[src/rtl/morse_pkg.sv]
// Shared definitions for the Morse family: letter codes, widths, FSM states
// and the helper that expands a dot/dash description into a keying pattern.
package morse_pkg;

  localparam int LETTER_W = 5;
  localparam int LEN_W    = 5;
  localparam int MAX_LEN  = 14;

  localparam logic [LETTER_W-1:0]
    L_A = 5'd0,  L_B = 5'd1,  L_C = 5'd2,  L_D = 5'd3,  L_E = 5'd4,
    L_F = 5'd5,  L_G = 5'd6,  L_H = 5'd7,  L_I = 5'd8,  L_J = 5'd9,
    L_K = 5'd10, L_L = 5'd11, L_M = 5'd12, L_N = 5'd13, L_O = 5'd14,
    L_P = 5'd15, L_Q = 5'd16, L_R = 5'd17, L_S = 5'd18, L_T = 5'd19,
    L_U = 5'd20, L_V = 5'd21, L_W = 5'd22, L_X = 5'd23, L_Y = 5'd24,
    L_Z = 5'd25;

  typedef enum logic [1:0] {
    ST_IDLE = 2'd0,
    ST_SEND = 2'd1,
    ST_GAP  = 2'd2
  } state_t;

  // Left-aligned keying pattern plus the number of emitted units.
  typedef struct packed {
    logic [MAX_LEN-1:0] pat;
    logic [LEN_W-1:0]   len;
  } sym_t;

  // n_el elements, first element in dashes[3]; 1 = dash ("1110"), 0 = dot ("10").
  // Every element carries its own trailing one-unit gap.
  function automatic sym_t build_sym(input logic [2:0] n_el, input logic [3:0] dashes);
    sym_t               s;
    logic [MAX_LEN-1:0] p;
    logic [LEN_W-1:0]   l;
    p = '0;
    l = '0;
    for (int k = 0; k < 4; k++) begin
      if (k < int'(n_el)) begin
        if (dashes[3-k]) begin
          p = {p[MAX_LEN-5:0], 4'b1110};
          l = l + LEN_W'(4);
        end else begin
          p = {p[MAX_LEN-3:0], 2'b10};
          l = l + LEN_W'(2);
        end
      end
    end
    // Move the right-packed elements up so the first unit sits in the MSB.
    p = p << (MAX_LEN - int'(l));
    s.pat = p;
    s.len = l;
    return s;
  endfunction

endpackage

[src/rtl/morse_encoder_seq_if.sv]
// Start/busy/done handshake plus keyed output between a letter sequencer
// (master) and the encoder (slave).
interface morse_encoder_seq_if;
  import morse_pkg::*;

  logic [LETTER_W-1:0] letter;
  logic                start;
  logic                morse_code;
  logic                busy;
  logic                done;
  logic                err;

  modport master (
    output letter, start,
    input  morse_code, busy, done, err
  );

  modport slave (
    input  letter, start,
    output morse_code, busy, done, err
  );

endinterface

[src/rtl/morse_lookup_az.sv]
// Combinational A..Z table: letter code -> left-aligned keying pattern,
// unit count (including the trailing element gap) and a valid flag.
module morse_lookup_az
  import morse_pkg::*;
#(
  parameter int PAT_W = 16   // must be >= MAX_LEN
) (
  input  logic [LETTER_W-1:0] i_letter,
  output logic [PAT_W-1:0]    o_pattern,
  output logic [LEN_W-1:0]    o_len,
  output logic                o_valid
);

  sym_t w_sym;

  // Table entries are written as element count plus dash mask, read left to right.
  always_comb begin
    w_sym   = '0;
    o_valid = 1'b1;
    case (i_letter)
      L_A: w_sym = build_sym(3'd2, 4'b0100);  // .-
      L_B: w_sym = build_sym(3'd4, 4'b1000);  // -...
      L_C: w_sym = build_sym(3'd4, 4'b1010);  // -.-.
      L_D: w_sym = build_sym(3'd3, 4'b1000);  // -..
      L_E: w_sym = build_sym(3'd1, 4'b0000);  // .
      L_F: w_sym = build_sym(3'd4, 4'b0010);  // ..-.
      L_G: w_sym = build_sym(3'd3, 4'b1100);  // --.
      L_H: w_sym = build_sym(3'd4, 4'b0000);  // ....
      L_I: w_sym = build_sym(3'd2, 4'b0000);  // ..
      L_J: w_sym = build_sym(3'd4, 4'b0111);  // .---
      L_K: w_sym = build_sym(3'd3, 4'b1010);  // -.-
      L_L: w_sym = build_sym(3'd4, 4'b0100);  // .-..
      L_M: w_sym = build_sym(3'd2, 4'b1100);  // --
      L_N: w_sym = build_sym(3'd2, 4'b1000);  // -.
      L_O: w_sym = build_sym(3'd3, 4'b1110);  // ---
      L_P: w_sym = build_sym(3'd4, 4'b0110);  // .--.
      L_Q: w_sym = build_sym(3'd4, 4'b1101);  // --.-
      L_R: w_sym = build_sym(3'd3, 4'b0100);  // .-.
      L_S: w_sym = build_sym(3'd3, 4'b0000);  // ...
      L_T: w_sym = build_sym(3'd1, 4'b1000);  // -
      L_U: w_sym = build_sym(3'd3, 4'b0010);  // ..-
      L_V: w_sym = build_sym(3'd4, 4'b0001);  // ...-
      L_W: w_sym = build_sym(3'd3, 4'b0110);  // .--
      L_X: w_sym = build_sym(3'd4, 4'b1001);  // -..-
      L_Y: w_sym = build_sym(3'd4, 4'b1011);  // -.--
      L_Z: w_sym = build_sym(3'd4, 4'b1100);  // --..
      default: o_valid = 1'b0;
    endcase
  end

  // Widen to the register width, keeping the first unit in the MSB.
  assign o_pattern = PAT_W'(w_sym.pat) << (PAT_W - MAX_LEN);
  assign o_len     = w_sym.len;

endmodule

[src/rtl/morse_encoder_seq.sv]
// One-shot Morse letter encoder: keys the pattern of an accepted letter,
// appends GAP_UNITS silent units, then pulses done and returns to idle so
// a sequencer can chain letters on consecutive cycles.
module morse_encoder_seq
  import morse_pkg::*;
#(
  parameter int CLK_DIV   = 25000000,  // clocks per Morse unit, >= 1
  parameter int CNT_W     = 26,        // 2**CNT_W > CLK_DIV
  parameter int PAT_W     = 16,        // >= MAX_LEN
  parameter int GAP_UNITS = 2          // extra silent units after the pattern
) (
  input  logic                clock,
  input  logic                reset,
  morse_encoder_seq_if.slave  bus
);

  localparam int               GAP_W     = (GAP_UNITS > 1) ? $clog2(GAP_UNITS) : 1;
  localparam logic [CNT_W-1:0] TICK_LOAD = CNT_W'(CLK_DIV - 1);
  localparam logic [GAP_W-1:0] GAP_LOAD  = GAP_W'((GAP_UNITS > 0) ? GAP_UNITS - 1 : 0);
  localparam bit               HAS_GAP   = (GAP_UNITS > 0);

  state_t             r_state, w_state_next;
  logic [PAT_W-1:0]   r_pat, w_pat_next;
  logic [LEN_W-1:0]   r_left, w_left_next;          // pattern units still to finish, minus one
  logic [CNT_W-1:0]   r_tick, w_tick_next;          // clocks left in the current unit, minus one
  logic [GAP_W-1:0]   r_gap_left, w_gap_left_next;  // gap units still to finish, minus one
  logic               r_busy, w_busy_next;
  logic               r_done, w_done_next;
  logic               r_err, w_err_next;

  logic [PAT_W-1:0]   w_lk_pattern;
  logic [LEN_W-1:0]   w_lk_len;
  logic               w_lk_valid;
  logic               w_unit_end;

  morse_lookup_az #(
    .PAT_W (PAT_W)
  ) u_lookup (
    .i_letter  (bus.letter),
    .o_pattern (w_lk_pattern),
    .o_len     (w_lk_len),
    .o_valid   (w_lk_valid)
  );

  assign w_unit_end = (r_tick == '0);

  // Next-state logic: accept/reject in IDLE, unit pacing in SEND and GAP.
  always_comb begin
    w_state_next    = r_state;
    w_pat_next      = r_pat;
    w_left_next     = r_left;
    w_tick_next     = r_tick;
    w_gap_left_next = r_gap_left;
    w_done_next     = 1'b0;
    w_err_next      = 1'b0;

    case (r_state)
      ST_IDLE: begin
        if (bus.start) begin
          if (w_lk_valid) begin
            // Restart the unit counter here so the first unit is full length.
            w_state_next = ST_SEND;
            w_pat_next   = w_lk_pattern;
            w_left_next  = w_lk_len - LEN_W'(1);
            w_tick_next  = TICK_LOAD;
          end else begin
            w_err_next = 1'b1;
          end
        end
      end

      ST_SEND: begin
        if (w_unit_end) begin
          w_tick_next = TICK_LOAD;
          // Shifting on the final unit too leaves the register all-zero,
          // which is exactly the silent output wanted for the gap and idle.
          w_pat_next  = r_pat << 1;
          if (r_left == '0) begin
            if (HAS_GAP) begin
              w_state_next    = ST_GAP;
              w_gap_left_next = GAP_LOAD;
            end else begin
              w_state_next = ST_IDLE;
              w_done_next  = 1'b1;
            end
          end else begin
            w_left_next = r_left - LEN_W'(1);
          end
        end else begin
          w_tick_next = r_tick - CNT_W'(1);
        end
      end

      ST_GAP: begin
        if (w_unit_end) begin
          w_tick_next = TICK_LOAD;
          if (r_gap_left == '0) begin
            w_state_next = ST_IDLE;
            w_done_next  = 1'b1;
          end else begin
            w_gap_left_next = r_gap_left - GAP_W'(1);
          end
        end else begin
          w_tick_next = r_tick - CNT_W'(1);
        end
      end

      default: w_state_next = ST_IDLE;
    endcase

    w_busy_next = (w_state_next != ST_IDLE);
  end

  // State and output registers; reset aborts any letter without a done pulse.
  always_ff @(posedge clock) begin
    if (reset) begin
      r_state    <= ST_IDLE;
      r_pat      <= '0;
      r_left     <= '0;
      r_tick     <= '0;
      r_gap_left <= '0;
      r_busy     <= 1'b0;
      r_done     <= 1'b0;
      r_err      <= 1'b0;
    end else begin
      r_state    <= w_state_next;
      r_pat      <= w_pat_next;
      r_left     <= w_left_next;
      r_tick     <= w_tick_next;
      r_gap_left <= w_gap_left_next;
      r_busy     <= w_busy_next;
      r_done     <= w_done_next;
      r_err      <= w_err_next;
    end
  end

  assign bus.morse_code = r_pat[PAT_W-1];
  assign bus.busy       = r_busy;
  assign bus.done       = r_done;
  assign bus.err        = r_err;

endmodule

[src/flat_wrapper.sv]
// flat-port wrapper written by rule: the top's interface ports become plain ports
module morse_encoder_seq_flat import morse_pkg::*;
#(
  parameter int CLK_DIV   = 25000000,                                
  parameter int CNT_W     = 26,                             
  parameter int PAT_W     = 16,                     
  parameter int GAP_UNITS = 2                                                 
)
  (clock, reset, bus_letter, bus_start, bus_morse_code, bus_busy, bus_done, bus_err);
  morse_encoder_seq_if bus_i ();
  input  logic clock;
  input  logic reset;
  input wire logic [$bits(bus_i.letter)-1:0] bus_letter;
  input wire logic [$bits(bus_i.start)-1:0] bus_start;
  output wire logic [$bits(bus_i.morse_code)-1:0] bus_morse_code;
  output wire logic [$bits(bus_i.busy)-1:0] bus_busy;
  output wire logic [$bits(bus_i.done)-1:0] bus_done;
  output wire logic [$bits(bus_i.err)-1:0] bus_err;
  assign bus_i.letter = bus_letter;
  assign bus_i.start = bus_start;
  assign bus_morse_code = bus_i.morse_code;
  assign bus_busy = bus_i.busy;
  assign bus_done = bus_i.done;
  assign bus_err = bus_i.err;
  morse_encoder_seq #(.CLK_DIV(CLK_DIV), .CNT_W(CNT_W), .PAT_W(PAT_W), .GAP_UNITS(GAP_UNITS)) u_core (.clock(clock), .reset(reset), .bus(bus_i));
endmodule
[config.mk]
export PLATFORM = sky130hd
export DESIGN_NAME = morse_encoder_seq_flat
export DESIGN_NICKNAME = d
export VERILOG_FILES = /design/src/rtl/morse_pkg.sv /design/src/rtl/morse_encoder_seq_if.sv /design/src/rtl/morse_lookup_az.sv /design/src/rtl/morse_encoder_seq.sv /design/src/flat_wrapper.sv
export SDC_FILE = /design/constraint.sdc
export NUM_CORES = 1
export LEC_CHECK = 0
export ABC_AREA = 1
export CAP_MARGIN = 20
export CORE_ASPECT_RATIO = 0.7
export CORE_MARGIN = 2
export CORE_UTILIZATION = 25
export CTS_CLUSTER_DIAMETER = 200
export CTS_CLUSTER_SIZE = 28
export DETAILED_ROUTE_END_ITERATION = 7
export SETUP_SLACK_MARGIN = 0.15
export SLEW_MARGIN = 20
export SYNTH_ARGS = -nofsm -noshare
export SYNTH_HDL_FRONTEND = slang
export SYNTH_HIERARCHICAL = 1
export SYNTH_SLANG_ARGS = --single-unit
[constraint.sdc]
create_clock -name clock -period 4.75 [get_ports clock]
set_input_delay 0.95 -clock clock [delete_from_list [all_inputs] [get_ports clock]]
set_output_delay 0.95 -clock clock [all_outputs]
set_load 0.01 [all_outputs]
==> results of run 1 <==
placed cells by master (no fill, tap or decap), drive strengths merged, types with 6 or more instances in the layout:
master	Yosys	final
a21oi	35	35
nor2	98	98
dfxtp	53	53
clkbuf	5	6
inv	57	57
ha	6	6
buf	23	7
nand4	10	10
nand2	189	189
nor3	10	10
clkdlybuf4s50	0	10
clkinv	4	6
o21ai	12	12
nand3	65	65
xor2	8	8
cell families after synthesis:
group           Yosys count
compound gates           58
xor+xnor                  9
fa+ha+maj                 6
buf+inv                  89
flops                    53
other cells               1
simple gates            385
area by class of cell:
cell class | instances | area (um2) | share of cell area, %
Multi-Input combinational cell | 463 | 2380 | 56.5
Tap cell | 195 | 244 | 5.78
Clock buffer | 6 | 139 | 3.29
Sequential cell | 53 | 1060 | 25.1
Timing Repair Buffer | 17 | 150 | 3.56
Inverter | 61 | 229 | 5.43
Clock inverter | 2 | 13.8 | 0.326
Yosys cell counts, types with 2 or more instances:
master,number
nor2_4,7
nand2_2,15
o211ai_1,4
dfxtp_1,53
xor2_1,8
clkbuf_1,5
clkinv_1,4
buf_4,9
nor4_1,4
nand3_1,59
inv_2,8
nor2_1,82
buf_6,4
or2_2,2
a31oi_2,5
nand2_1,171
ha_1,6
a21oi_1,15
nand4_1,10
nand3_2,5
o21ai_0,11
nand2_4,3
a21oi_2,20
inv_1,49
buf_2,9
nor3_1,10
nor2_2,9
nand3b_1,4
final timing paths:
path	startpoint	end	cells after the start
max reg2reg	u_core/r_tick[0]$_SDFFE_PP0P_	u_core/r_tick[25]$_SDFFE_PP0P_	9
min reg2reg	u_core/r_gap_left$_SDFFE_PP0P_	u_core/bus.done$_SDFF_PP0_	1
max	bus_letter[3]	u_core/r_tick[17]$_SDFFE_PP0P_	18
min	u_core/r_gap_left$_SDFFE_PP0P_	u_core/bus.done$_SDFF_PP0_	1
through the flow:
stage	cells	util [%]	worst slack, ps	power [W]	hold slack, ps
after floorplan	605	-	2040	0.000965	398
after global placement	789	27.4	786	0.00107	413
after detailed placement	789	27.4	782	0.00106	420
after CTS	797	28.4	1080	0.00144	430
after global routing	797	28.4	746	0.00154	456
final	797	28.4	1060	0.00143	427
worst reg2reg max path, stage by stage, from the launching register on:
cell and delay [ps]:
dfxtp_1 400, inv_1 80, ha_1 220, nand2_1 70
nor2_1 60, nand3_1 160, nor2_4 80, o21ai_4 500
nand2_1 400, nor3_1 220
flip-flops by register name (all words and copies together), names as in the netlist:
signal / count
u_core/bus.done: 1
u_core/r_tick: 26
u_core/bus.busy: 1
u_core/r_left: 5
u_core/r_pat: 16
u_core/r_gap_left: 1
u_core/bus.err: 1
u_core/r_state: 2
routing by layer:
metal | part of all wire, % | wire, um | GRT usage [%] | up-vias
met1 | 56 | 5220 | 18.7 | 1623
met2 | 38 | 3500 | 15.8 | 91
li1 | - | - | - | 1910
met4 | 0.63 | 58 | 2.40 | 0
met3 | 5.4 | 502 | 1.53 | 4
met5 | 0 | 0 | 0 | -
power by group through the flow:
stage               clock, W  sequential [W]  combinational [W]
global route        0.000406        0.000549           0.000589
floorplan                  0        0.000541           0.000424
global placement           0        0.000552           0.000515
detailed placement         0        0.000550           0.000513
CTS                 0.000384        0.000541           0.000516
finish              0.000372        0.000542           0.000518
==> impl_metrics.csv, run 1 <==
group,metric,value,unit
power,cell_internal_pwr,0.000877,W
power,p_sw_share,38.7,%
finish,n_antenna_cell,0,
setup_path,crit_buf_inv,5,
timing,setup_viol,0,
setup_path,critPathCaptureType,"register",
floorplan,die-area,16400,um2
yosys,synth_area_leaders,"dfxtp_1, nand2_1, nor2_1",
routing,ant_nets,0,
yosys,yosysSeqAreaShare,27.6,%
yosys,syn_area,3850,um2
clock_network,cts_resized,0,
setup_path,cp_data_arrival_time,3860,ps
yosys,synth.mux.area_fraction,0,%
flow_run,drv_cap,0,
clock_network,clock_sinks,53,
setup_path,cpMaxStageDelayCell,"clkdlybuf4s50_1",
place,gp_congestion,0.936,
finish,drive_above_1_share,15.3,%
setup_path,cpMostUsedCell,"nand2_1",
setup_path,worstSetupPathType,"in -> reg",
yosys,synth_xor_area_share,2.05,%
finish,nets,615,
routing,wl,9270,um
timing,skew,8.39,ps
min_path,hold_path.class,"reg -> reg",
floorplan,ios,12,
global_route,grt_usage,11.6,%
setup_path,crit_family,"simple AND/OR/NAND/NOR gates",
finish,fillers,1628,
timing,maxSlewViolCount,0,
global_route,grt_pass1_wl,15900,um
setup_path,r2r_slack,2490,ps
routing,drtPass1Iterations,5,
yosys,yosys.area_share.simple,46.3,%
yosys,synth_edf_count,0,
yosys,async_reset_ff_share,0,%
yosys,synth-compound-area-share,11.2,%
yosys,synth_top_flop_cell,"dfxtp_1",
power,p_leak,1.84,nW
yosys,synth_top_family_by_area,"simple AND/OR/NAND/NOR gates",
clock_network,hold_buffers,0,
timing,setup_tns,0,ps
timing,fmax,271,MHz
global_route,grt_pass1_vias,3249,
status,status,"complete, no violations",
setup_path,crit_path_cell_trace,"clkdlybuf4s50_1, inv_1, nor2_4, nand3_2, nand2_1, nor2_1, nand3_1, nand2_1, nand2_1, nand2_1, buf_4, clkinv_1, buf_4, nand2_1, nor2_1, nand3_1, xor2_1, nor2_1",
timing,hold_viol,0,
floorplan,die_y,108,um
setup_path,cp-start-kind,"input pin",
yosys,syn_area_per_cell,6.40,um2
routing,drc,0,
global_route,antenna_found_initial,0,
clock_network,cts_buffers,5,
routing,vias,3628,
floorplan,core_area,14900,um2
floorplan,start_util,25.9,%
routing,wl_per_cell,11.6,um
timing,max-slew-margin-rel,56.9,%
timing,fin_crit,3690,ps
yosys,synthDominantCellAreaShare,27.6,%
clock_network,postCtsSetupBuffers,0,
place,dpl_cell_area,4070,um2
timing,grt_setup_unrepaired,"false",
yosys,synthAdderAreaFrac,1.95,%
routing,drt_iter0_markers,186,
timing,tightest_slew,646,ps
clock_network,cts_tree,"done",
clock_network,htreeDepth,2,
clock_network,clk_latency,290,ps
place,dp_hpwl,6890,um
clock_network,cts-root-buf,"clkbuf_16",
clock_network,clkTransAtPathRegs,70,ps
finish,final_area,4220,um2
finish,syn2layout_area_growth,9.62,%
timing,post-route-period-util,77.7,%
clock_network,clockBufferDepth,2,
setup_path,critPathRequiredTime,4920,ps
power,p_comb_share,36.2,%
routing,vias_per_cell,4.55,
global_route,overflow,0,
floorplan,rows,37,
yosys,synth_top_cell_by_area,"dfxtp_1",
yosys,synthCells,601,
setup_path,crit_fanout,16,
yosys,ys_types,38,
power,peakVddDrop,153,uV
setup_path,max_stage_delay,670,ps
yosys,ys_ff_latch,53,
power,cellPowerDensity,339,nW/um2
place,port_buffers,11,
floorplan,die_x,152,um
power,seq_power_share,37.9,%
global_route,grt_max_degree,36,
power,p_switching,0.000555,W
power,clock_power_share,26.0,%
yosys,ys_warn_count,6,
No activity file was read; power rests on OpenSTA's default activity.
==> run 2: changes to the inputs <==
==> constraint.sdc (replaced) <==
create_clock -name clock -period 3.61 [get_ports clock]
set_input_delay 0.722 -clock clock [delete_from_list [all_inputs] [get_ports clock]]
set_output_delay 0.722 -clock clock [all_outputs]
set_load 0.01 [all_outputs]
==> run 2 against run 1 <==
  * Setup slack worse by 620 ps
  * Critical path depth down 1
  * Final cell count up 0.88%
  * Combinational power up 36%
  * Clock skew down 2.1 ps
  * Sequential power up 31%
  * Via count up 2.1%
  * Utilization up 0.34 points
  * Clock power up 30%
  * Largest cell class unchanged
  * Global-route usage down 0.11 points
  * Critical path type unchanged
==> impl_metrics.csv, run 2 (synthesis gave the netlist of run 1 again) <==
group,metric,value,unit
status,status,"complete, no violations",
setup_path,cp-start-kind,"input pin",
timing,setup_viol,0,
routing,drtPass1Iterations,5,
global_route,grt_usage,11.5,%
place,port_buffers,11,
global_route,grt_pass1_vias,3166,
timing,maxSlewViolCount,0,
clock_network,cts_tree,"done",
setup_path,r2r_slack,1470,ps
floorplan,rows,37,
clock_network,cts-root-buf,"clkbuf_16",
power,peakVddDrop,255,uV
global_route,grt_pass1_wl,15600,um
timing,tightest_slew,529,ps
finish,largest-register,"u_core/r_tick",
routing,drt_iter0_markers,352,
power,cellPowerDensity,445,nW/um2
floorplan,die_y,108,um
place,dp_hpwl,7090,um
global_route,overflow,0,
timing,fin_crit,3170,ps
timing,skew,6.30,ps
routing,vias,3703,
finish,layout_common_cells,"nand2_1, nor2_1, nand3_1",
routing,ant_nets,0,
finish,final_common_cell,"nand2_1",
global_route,grt_max_degree,35,
timing,max-slew-margin-rel,64.4,%
setup_path,r2r-start,"u_core/r_state[1]$_SDFF_PP0_",
setup_path,r2r_end,"u_core/r_left[2]$_SDFFE_PP0P_",
timing,grt_setup_unrepaired,"false",
timing,post-route-period-util,87.7,%
clock_network,htreeDepth,2,
global_route,antenna_found_initial,0,
flow_run,drv_cap,0,
clock_network,clkTransAtPathRegs,70,ps
floorplan,die-area,16400,um2
setup_path,critPathCaptureType,"register",
setup_path,critPathRequiredTime,3790,ps
timing,fmax,316,MHz
routing,wl_per_cell,11.8,um
floorplan,die_x,152,um
clock_network,cts_buffers,5,
floorplan,start_util,25.9,%
place,dpl_cell_area,4120,um2
finish,n_antenna_cell,0,
routing,wl,9500,um
timing,hold_viol,0,
setup_path,cp_data_arrival_time,3350,ps
place,gp_congestion,0.954,
finish,drive_above_1_share,16.1,%
clock_network,clockBufferDepth,2,
min_path,hold_path.class,"reg -> reg",
timing,setup_tns,0,ps
floorplan,core_area,14900,um2
routing,drc,0,
finish,final_area,4270,um2
clock_network,clock_sinks,53,
routing,vias_per_cell,4.61,
finish,largest_register_ffs,26,
setup_path,worstSetupPathType,"in -> reg",
setup_path,critPathLaunch,"bus_letter[2]",
clock_network,clk_latency,290,ps
finish,syn2layout_area_growth,10.9,%
finish,top_regs,"u_core/r_tick x26, u_core/r_pat x16, u_core/r_left x5",
setup_path,crit_fanout,10,
finish,nets,622,
setup_path,reg2regPathDepth,10,
power,p_leak,1.88,nW
floorplan,ios,12,
setup_path,crit_path_end,"u_core/r_tick[24]$_SDFFE_PP0P_",
run 2: worst min path at each step:
stage,cells after the start,to,from
2_1_floorplan,1,u_core/bus.done$_SDFF_PP0_,u_core/r_gap_left$_SDFFE_PP0P_
3_5_place_dp,1,u_core/bus.done$_SDFF_PP0_,u_core/r_gap_left$_SDFFE_PP0P_
5_1_grt,1,u_core/bus.done$_SDFF_PP0_,u_core/r_gap_left$_SDFFE_PP0P_
3_3_place_gp,1,u_core/bus.done$_SDFF_PP0_,u_core/r_gap_left$_SDFFE_PP0P_
6_report,1,u_core/bus.done$_SDFF_PP0_,u_core/r_gap_left$_SDFFE_PP0P_
4_1_cts,1,u_core/bus.done$_SDFF_PP0_,u_core/r_gap_left$_SDFFE_PP0P_
run 2: worst max-delay path, cell delays in order:
cell	delay, ps
clkdlybuf4s50_1	690
inv_2	110
nor2_4	180
nand2_2	90
nand2_1	100
nor2_1	60
nand3_1	190
nand2_1	110
nand2_1	90
nand2_1	70
buf_4	180
nor2_1	310
nand4_1	130
nand2_1	90
o211ai_1	90
nand2_1	70
inv_1	50
run 2: area by class of cell:
class	count	area, um2
fillers	1611	10600
multi-input cells	463	2390
flip-flops and latches	53	1060
well taps	195	244
inverters	61	229
repair buffers	24	205
clock buffers	6	129
clock inverters	2	13.8
run 2: where the power goes:
group          total (W)  switching (W)  leakage [nW]  internal (W)
Clock           0.000482       0.000223        0.0712      0.000260
Sequential      0.000712      0.0000583         0.435      0.000653
Combinational   0.000705       0.000471          1.37      0.000234
Total            0.00190       0.000752          1.88       0.00115
run 2: metal layers:
layer  part of all wire, %  vias up  GRT usage (%)  wire length (um)
met5                     0        -              0                 0
met4                  0.96        0           2.67                91
li1                      -     1926              -                 -
met1                    54     1631           18.3              5150
met2                    37      138           15.7              3560
met3                   7.4        8           1.69               698
run 2: per-stage QoR:
stage	total power, W	setup slack, ps	cells	hold WS [ps]	utilization, %
floorplan	0.00127	1120	605	398	-
global placement	0.00142	116	796	421	27.7
CTS	0.00190	379	804	428	28.7
detailed placement	0.00141	89.5	796	417	27.7
finish	0.00190	442	804	432	28.7
global route	0.00202	163	804	447	28.7
run 2: timing repair:
action,4_1_cts,5_1_grt
endpoints found under the hold margin,0,0
gates resized for setup,0,2
buffers inserted,0,0
endpoints found under the setup margin,0,12
hold buffers,0,0
==> run 3: changes to the inputs <==
--- a/config.mk
+++ b/config.mk
@@ -14,7 +14,7 @@
 export CTS_CLUSTER_SIZE = 28
 export DETAILED_ROUTE_END_ITERATION = 7
 export SETUP_SLACK_MARGIN = 0.15
-export SLEW_MARGIN = 20
+export SLEW_MARGIN = 40
 export SYNTH_ARGS = -nofsm -noshare
 export SYNTH_HDL_FRONTEND = slang
 export SYNTH_HIERARCHICAL = 1
==> results of run 3 <==
The final DEF is identical to that of run 2; final timing and power are the same.
